<file path="src/rtl/logic_op_scheduler.sv">
// Round-robin scheduler sharing one DATA_W-bit AND/OR/XOR/NOT unit among N_REQ requesters.
// One operation at a time: accept in IDLE, compute in EXEC, hold the response in RESP.
module logic_op_scheduler #(
    parameter int unsigned N_REQ  = 4,
    parameter int unsigned DATA_W = 4,
    parameter int unsigned ID_W   = 2
) (
    input  logic                      clk,
    input  logic                      rst,
    input  logic [N_REQ-1:0]          req_valid,
    output logic [N_REQ-1:0]          req_ready,
    input  logic [2*N_REQ-1:0]        req_op,
    input  logic [DATA_W*N_REQ-1:0]   req_a,
    input  logic [DATA_W*N_REQ-1:0]   req_b,
    output logic                      rsp_valid,
    input  logic                      rsp_ready,
    output logic [ID_W-1:0]           rsp_id,
    output logic [DATA_W-1:0]         rsp_result,
    output logic                      busy
);

    localparam int unsigned IDX_W = (N_REQ > 1) ? $clog2(N_REQ) : 1;
    localparam int unsigned OP_W  = 2;

    localparam logic [OP_W-1:0] OP_AND = 2'b00;
    localparam logic [OP_W-1:0] OP_OR  = 2'b01;
    localparam logic [OP_W-1:0] OP_XOR = 2'b10;
    localparam logic [OP_W-1:0] OP_NOT = 2'b11;

    typedef enum logic [1:0] {
        IDLE = 2'd0,
        EXEC = 2'd1,
        RESP = 2'd2
    } state_t;

    state_t state_q;
    state_t state_d;

    logic [OP_W-1:0]   op_arr [N_REQ];
    logic [DATA_W-1:0] a_arr  [N_REQ];
    logic [DATA_W-1:0] b_arr  [N_REQ];

    logic [IDX_W-1:0]  last_grant;
    logic [IDX_W-1:0]  grant_idx;
    logic [IDX_W-1:0]  scan_idx;
    logic              grant_found;
    logic              accept;

    logic [OP_W-1:0]   op_q;
    logic [DATA_W-1:0] a_q;
    logic [DATA_W-1:0] b_q;
    logic [IDX_W-1:0]  id_q;
    logic [DATA_W-1:0] result_c;

    // Unpack the flat per-requester request buses into indexable arrays.
    for (genvar gi = 0; gi < N_REQ; gi++) begin : g_unpack
        assign op_arr[gi] = req_op[OP_W*gi +: OP_W];
        assign a_arr[gi]  = req_a[DATA_W*gi +: DATA_W];
        assign b_arr[gi]  = req_b[DATA_W*gi +: DATA_W];
    end

    // Round-robin search starting just after the last served requester.
    always_comb begin
        req_ready   = '0;
        grant_idx   = last_grant;
        grant_found = 1'b0;
        scan_idx    = '0;
        for (int k = 1; k <= int'(N_REQ); k++) begin
            scan_idx = IDX_W'((int'(last_grant) + k) % int'(N_REQ));
            if (!grant_found && req_valid[scan_idx]) begin
                grant_found = 1'b1;
                grant_idx   = scan_idx;
            end
        end
        // Grant is only offered while idle and out of reset.
        if ((state_q == IDLE) && !rst && grant_found) begin
            req_ready[grant_idx] = 1'b1;
        end
    end

    assign accept = |req_ready;

    always_ff @(posedge clk or posedge rst) begin
        if (rst) begin
            state_q <= IDLE;
        end else begin
            state_q <= state_d;
        end
    end

    always_comb begin
        state_d = state_q;
        unique case (state_q)
            IDLE: if (accept)    state_d = EXEC;
            EXEC:                state_d = RESP;
            RESP: if (rsp_ready) state_d = IDLE;
            default:             state_d = IDLE;
        endcase
    end

    // The shared logic unit; results are exactly DATA_W bits.
    always_comb begin
        result_c = '0;
        unique case (op_q)
            OP_AND:  result_c = a_q & b_q;
            OP_OR:   result_c = a_q | b_q;
            OP_XOR:  result_c = a_q ^ b_q;
            OP_NOT:  result_c = ~a_q;
            default: result_c = '0;
        endcase
    end

    always_ff @(posedge clk or posedge rst) begin
        if (rst) begin
            op_q       <= '0;
            a_q        <= '0;
            b_q        <= '0;
            id_q       <= '0;
            rsp_id     <= '0;
            rsp_result <= '0;
            last_grant <= IDX_W'(N_REQ - 1);
        end else begin
            unique case (state_q)
                IDLE: begin
                    if (accept) begin
                        op_q <= op_arr[grant_idx];
                        a_q  <= a_arr[grant_idx];
                        b_q  <= b_arr[grant_idx];
                        id_q <= grant_idx;
                    end
                end
                EXEC: begin
                    rsp_result <= result_c;
                    rsp_id     <= ID_W'(id_q);
                end
                RESP: begin
                    // Priority advances only once the response is consumed.
                    if (rsp_ready) begin
                        last_grant <= id_q;
                    end
                end
                default: ;
            endcase
        end
    end

    assign rsp_valid = (state_q == RESP);
    assign busy      = (state_q != IDLE);

endmodule

</file>
<file path="config.mk">
export PLATFORM = sky130hd
export DESIGN_NAME = logic_op_scheduler
export DESIGN_NICKNAME = d
export VERILOG_FILES = /design/src/rtl/logic_op_scheduler.sv
export SDC_FILE = /design/constraint.sdc
export NUM_CORES = 1
export LEC_CHECK = 0
export BUFFER_PORTS_ARGS = -buffer_cell sky130_fd_sc_hd__buf_2
export CORE_MARGIN = 1.5
export CORE_UTILIZATION = 52
export CTS_CLUSTER_DIAMETER = 120
export DETAILED_ROUTE_END_ITERATION = 7
export GPL_TIMING_DRIVEN = 0
export PLACE_DENSITY = 0.95
export SKIP_CTS_REPAIR_TIMING = 1
export SYNTH_ARGS = -nofsm -noshare
export SYNTH_HDL_FRONTEND = slang
export SYNTH_SLANG_ARGS = --single-unit
</file>
<file path="constraint.sdc">
create_clock -name clk -period 4.05 [get_ports clk]
set_clock_uncertainty 0.05 [all_clocks]
set_input_delay 1.0125 -clock clk [delete_from_list [all_inputs] [get_ports clk]]
set_output_delay 1.0125 -clock clk [all_outputs]
set_load 0.03 [all_outputs]
</file>
==> impl_metrics.json <==
{
  "core-area_sq_um": 2780,
  "yosys_warnings": 0,
  "yosys.cell_count.top_type": "nand3_1",
  "cts_max_level": 1,
  "gp_congestion": 0.809,
  "drt-initial-drc-count": 70,
  "hp-class": "flop to flop",
  "setup_viol": 0,
  "ant_nets": 0,
  "pre_cts_ws_ns": 0.628,
  "tightestPinTransition_ns": 0.788,
  "drc": 0,
  "r2r_slack_ns": 2.02,
  "synthCells": 151,
  "vias": 1457,
  "drive_above_1_share_pct": 45.3,
  "grt_antenna_before_repair": 0,
  "cp_slowest_cell": "buf_2",
  "area_growth_pct": 24.6,
  "io_pins": 59,
  "ys_seq_elements": 22,
  "synth_cell_types": 36,
  "cts_tree": "yes",
  "cp.depth": 7,
  "syn_nets": 206,
  "fmax_ghz": 0.289,
  "track_usage_pct": 24.2,
  "cts_root_buf": "clkbuf_4",
  "fin_ws_ns": 0.587,
  "routed_wl_um": 3800,
  "diodes": 0,
  "min-delay-start": "rsp_result[3]",
  "syn_area_sq_um": 1530,
  "vias_per_cell": 6.00,
  "fin_setup_tns_ns": 0,
  "cp_common_cell": "buf_2",
  "p_leak_nw": 0.940,
  "arrival_ns": 2.40,
  "placed_cell_area_sq_um": 1850,
  "clock_latency_ns": 0.32,
  "seq_area_frac_synth_pct": 36.1,
  "die_x_um": 57.2,
  "required_ns": 2.99,
  "cp_slowest_stage_delay_ns": 0.36,
  "rr_startpoint": "last_grant[1]",
  "nets": 268,
  "grt_pass1_wl_um": 6110,
  "rsz0062_at_grt": "false",
  "switching_share_pct": 44.0,
  "vdd_drop_max_uv": 489,
  "critPathBufInv": 3,
  "dr.pass1.iters": 5,
  "critPathTopFamily": "buffers and inverters",
  "crit_chain": "buf_2 -> nor2_1 -> nand2_1 -> o31ai_1 -> buf_2 -> and2_1 -> buf_2",
  "fin_area_sq_um": 1910,
  "crit_path_max_fanout": 10,
  "fin_crit_sh_pct": 85.5,
  "die_h_um": 57.2,
  "io_buffers": 57,
  "hpwl_um": 2930,
  "avgSynthCellArea_sq_um": 10.1,
  "wl_per_cell_um": 15.6,
  "powerDensity_nw_per_um2": 752,
  "synth_top_cell_area_share_pct": 32.7,
  "status": "completed",
  "critPathKind": "input pin to output port",
  "cts.sinks": 22,
  "p_seq_share_pct": 29.1,
  "cts_buffers": 3,
  "post-route-min-period_ns": 3.46,
  "grt_max_degree": 23,
  "slew_viol_final": 0,
  "clkTransAtPathRegs_ns": 0.11,
  "r2r_cells": 7,
  "yosys_most_used_dff": "dfrtp_1",
  "cts_buffer_depth": 2,
  "hold_viol_final": 0,
  "holdPathEnd": "rsp_result[3]",
  "end_kind": "output port",
  "start_kind": "input pin",
  "power.internal_mw": 0.803,
  "max-slew-margin-rel_pct": 47.4,
  "num_rows": 19,
  "hold_path_depth": 1,
  "synthTopCellsByCount": "nand3_1 (21), dfrtp_1 (20), inv_1 (16)",
  "combPwrFrac_pct": 59.3,
  "power_switching_mw": 0.631,
  "pwr-share-clk_pct": 11.6,
  "die-area_sq_um": 3280,
  "overflow": 0,
  "synth_edf_count": 0,
  "initial_core_util_pct": 55.0,
  "synthTopCellsByArea": "dfrtp_1 (33%), a221oi_2 (8.8%), nand3_1 (6.9%)",
  "reg2reg_to": "b_q[3]",
  "synth_top_cell_by_area": "dfrtp_1",
  "drv_cap": 0,
  "ys_async_sr_fraction_pct": 100,
  "grt_pass1_vias": 1334
}
-- metal layers --
layer | up-vias | track usage, % | routed length (um)
li1 | 683 | - | -
met1 | 712 | 32.3 | 1580
met2 | 59 | 40.6 | 1970
met3 | 3 | 4.76 | 220
met4 | 0 | 6.31 | 24
met5 | - | 0 | 0
-- worst register-to-register path, delay by kind of cell, from the launching register on --
family	cells	cell delay [ns]
flip-flops	1	0.55
AND/OR/NAND/NOR	3	0.40
buffers and inverters	2	0.54
AO/OA/AOI/OAI	2	0.40
-- area by class of cell --
cell class / count / area (sq um)
sequential: 22 / 553
clock buffer: 3 / 22.5
buffer: 12 / 73.8
multi-input combinational: 101 / 843
tap: 31 / 38.8
timing repair buffer: 57 / 285
fill: 199 / 875
inverter: 16 / 60.1
clock inverter: 1 / 30.0
-- per-stage QoR --
step | utilization, % | total power [mW] | hold WS [ns] | instances
final | 68.6 | 1.43 | 0.466 | 243
after floorplan | - | 1.04 | 0.414 | 151
after global placement | 66.7 | 1.22 | 0.434 | 239
after CTS | 68.6 | 1.43 | 0.468 | 243
after global routing | 68.6 | 1.53 | 0.496 | 243
after detailed placement | 66.7 | 1.26 | 0.442 | 239
-- power groups by stage --
| stage | Clock, mW | Sequential, mW | Combinational, mW |
|---|---|---|---|
| global placement | 0 | 0.412 | 0.805 |
| global route | 0.179 | 0.430 | 0.923 |
| floorplan | 0 | 0.461 | 0.579 |
| CTS | 0.169 | 0.416 | 0.848 |
| detailed placement | 0 | 0.419 | 0.843 |
| finish | 0.167 | 0.417 | 0.850 |
-- logic make-up after synthesis --
family	after synthesis	share of synthesized area, %
buffers and inverters	28	8.75
DFF	22	36.1
adders and majority gates	8	6.54
and+or+nand+nor	48	16.7
AOI/OAI and AO/OA	33	20.1
muxes	12	11.8
-- cells in the final DEF (no fill, tap or decap), types with 6 or more instances in the layout --
cell type	Yosys	final
nand2_1	6	6
ha_1	8	8
buf_2	5	62
dfrtp_1	20	20
a221oi_2	9	9
nand3_1	21	21
inv_1	16	16
mux2_2	8	8
a32oi_1	8	8
-- sequential cells by signal, indices dropped and copies added (netlist names) --
| register | count |
|---|---|
| a_q | 4 |
| b_q | 4 |
| rsp_result | 4 |
| id_q | 2 |
| last_grant | 2 |
| op_q | 2 |
| rsp_id | 2 |
| state_q | 2 |
-- worst max-delay path by stage --
stage,startpoint,end,slack [ns]
2_1_floorplan,req_valid[1],req_ready[0],0.71
3_3_place_gp,req_valid[1],req_ready[2],0.64
3_5_place_dp,req_valid[1],req_ready[2],0.63
4_1_cts,req_valid[1],req_ready[2],0.62
5_1_grt,req_valid[1],req_ready[2],0.51
6_report,req_valid[1],req_ready[2],0.59
No activity file was read; power rests on OpenSTA's default activity.
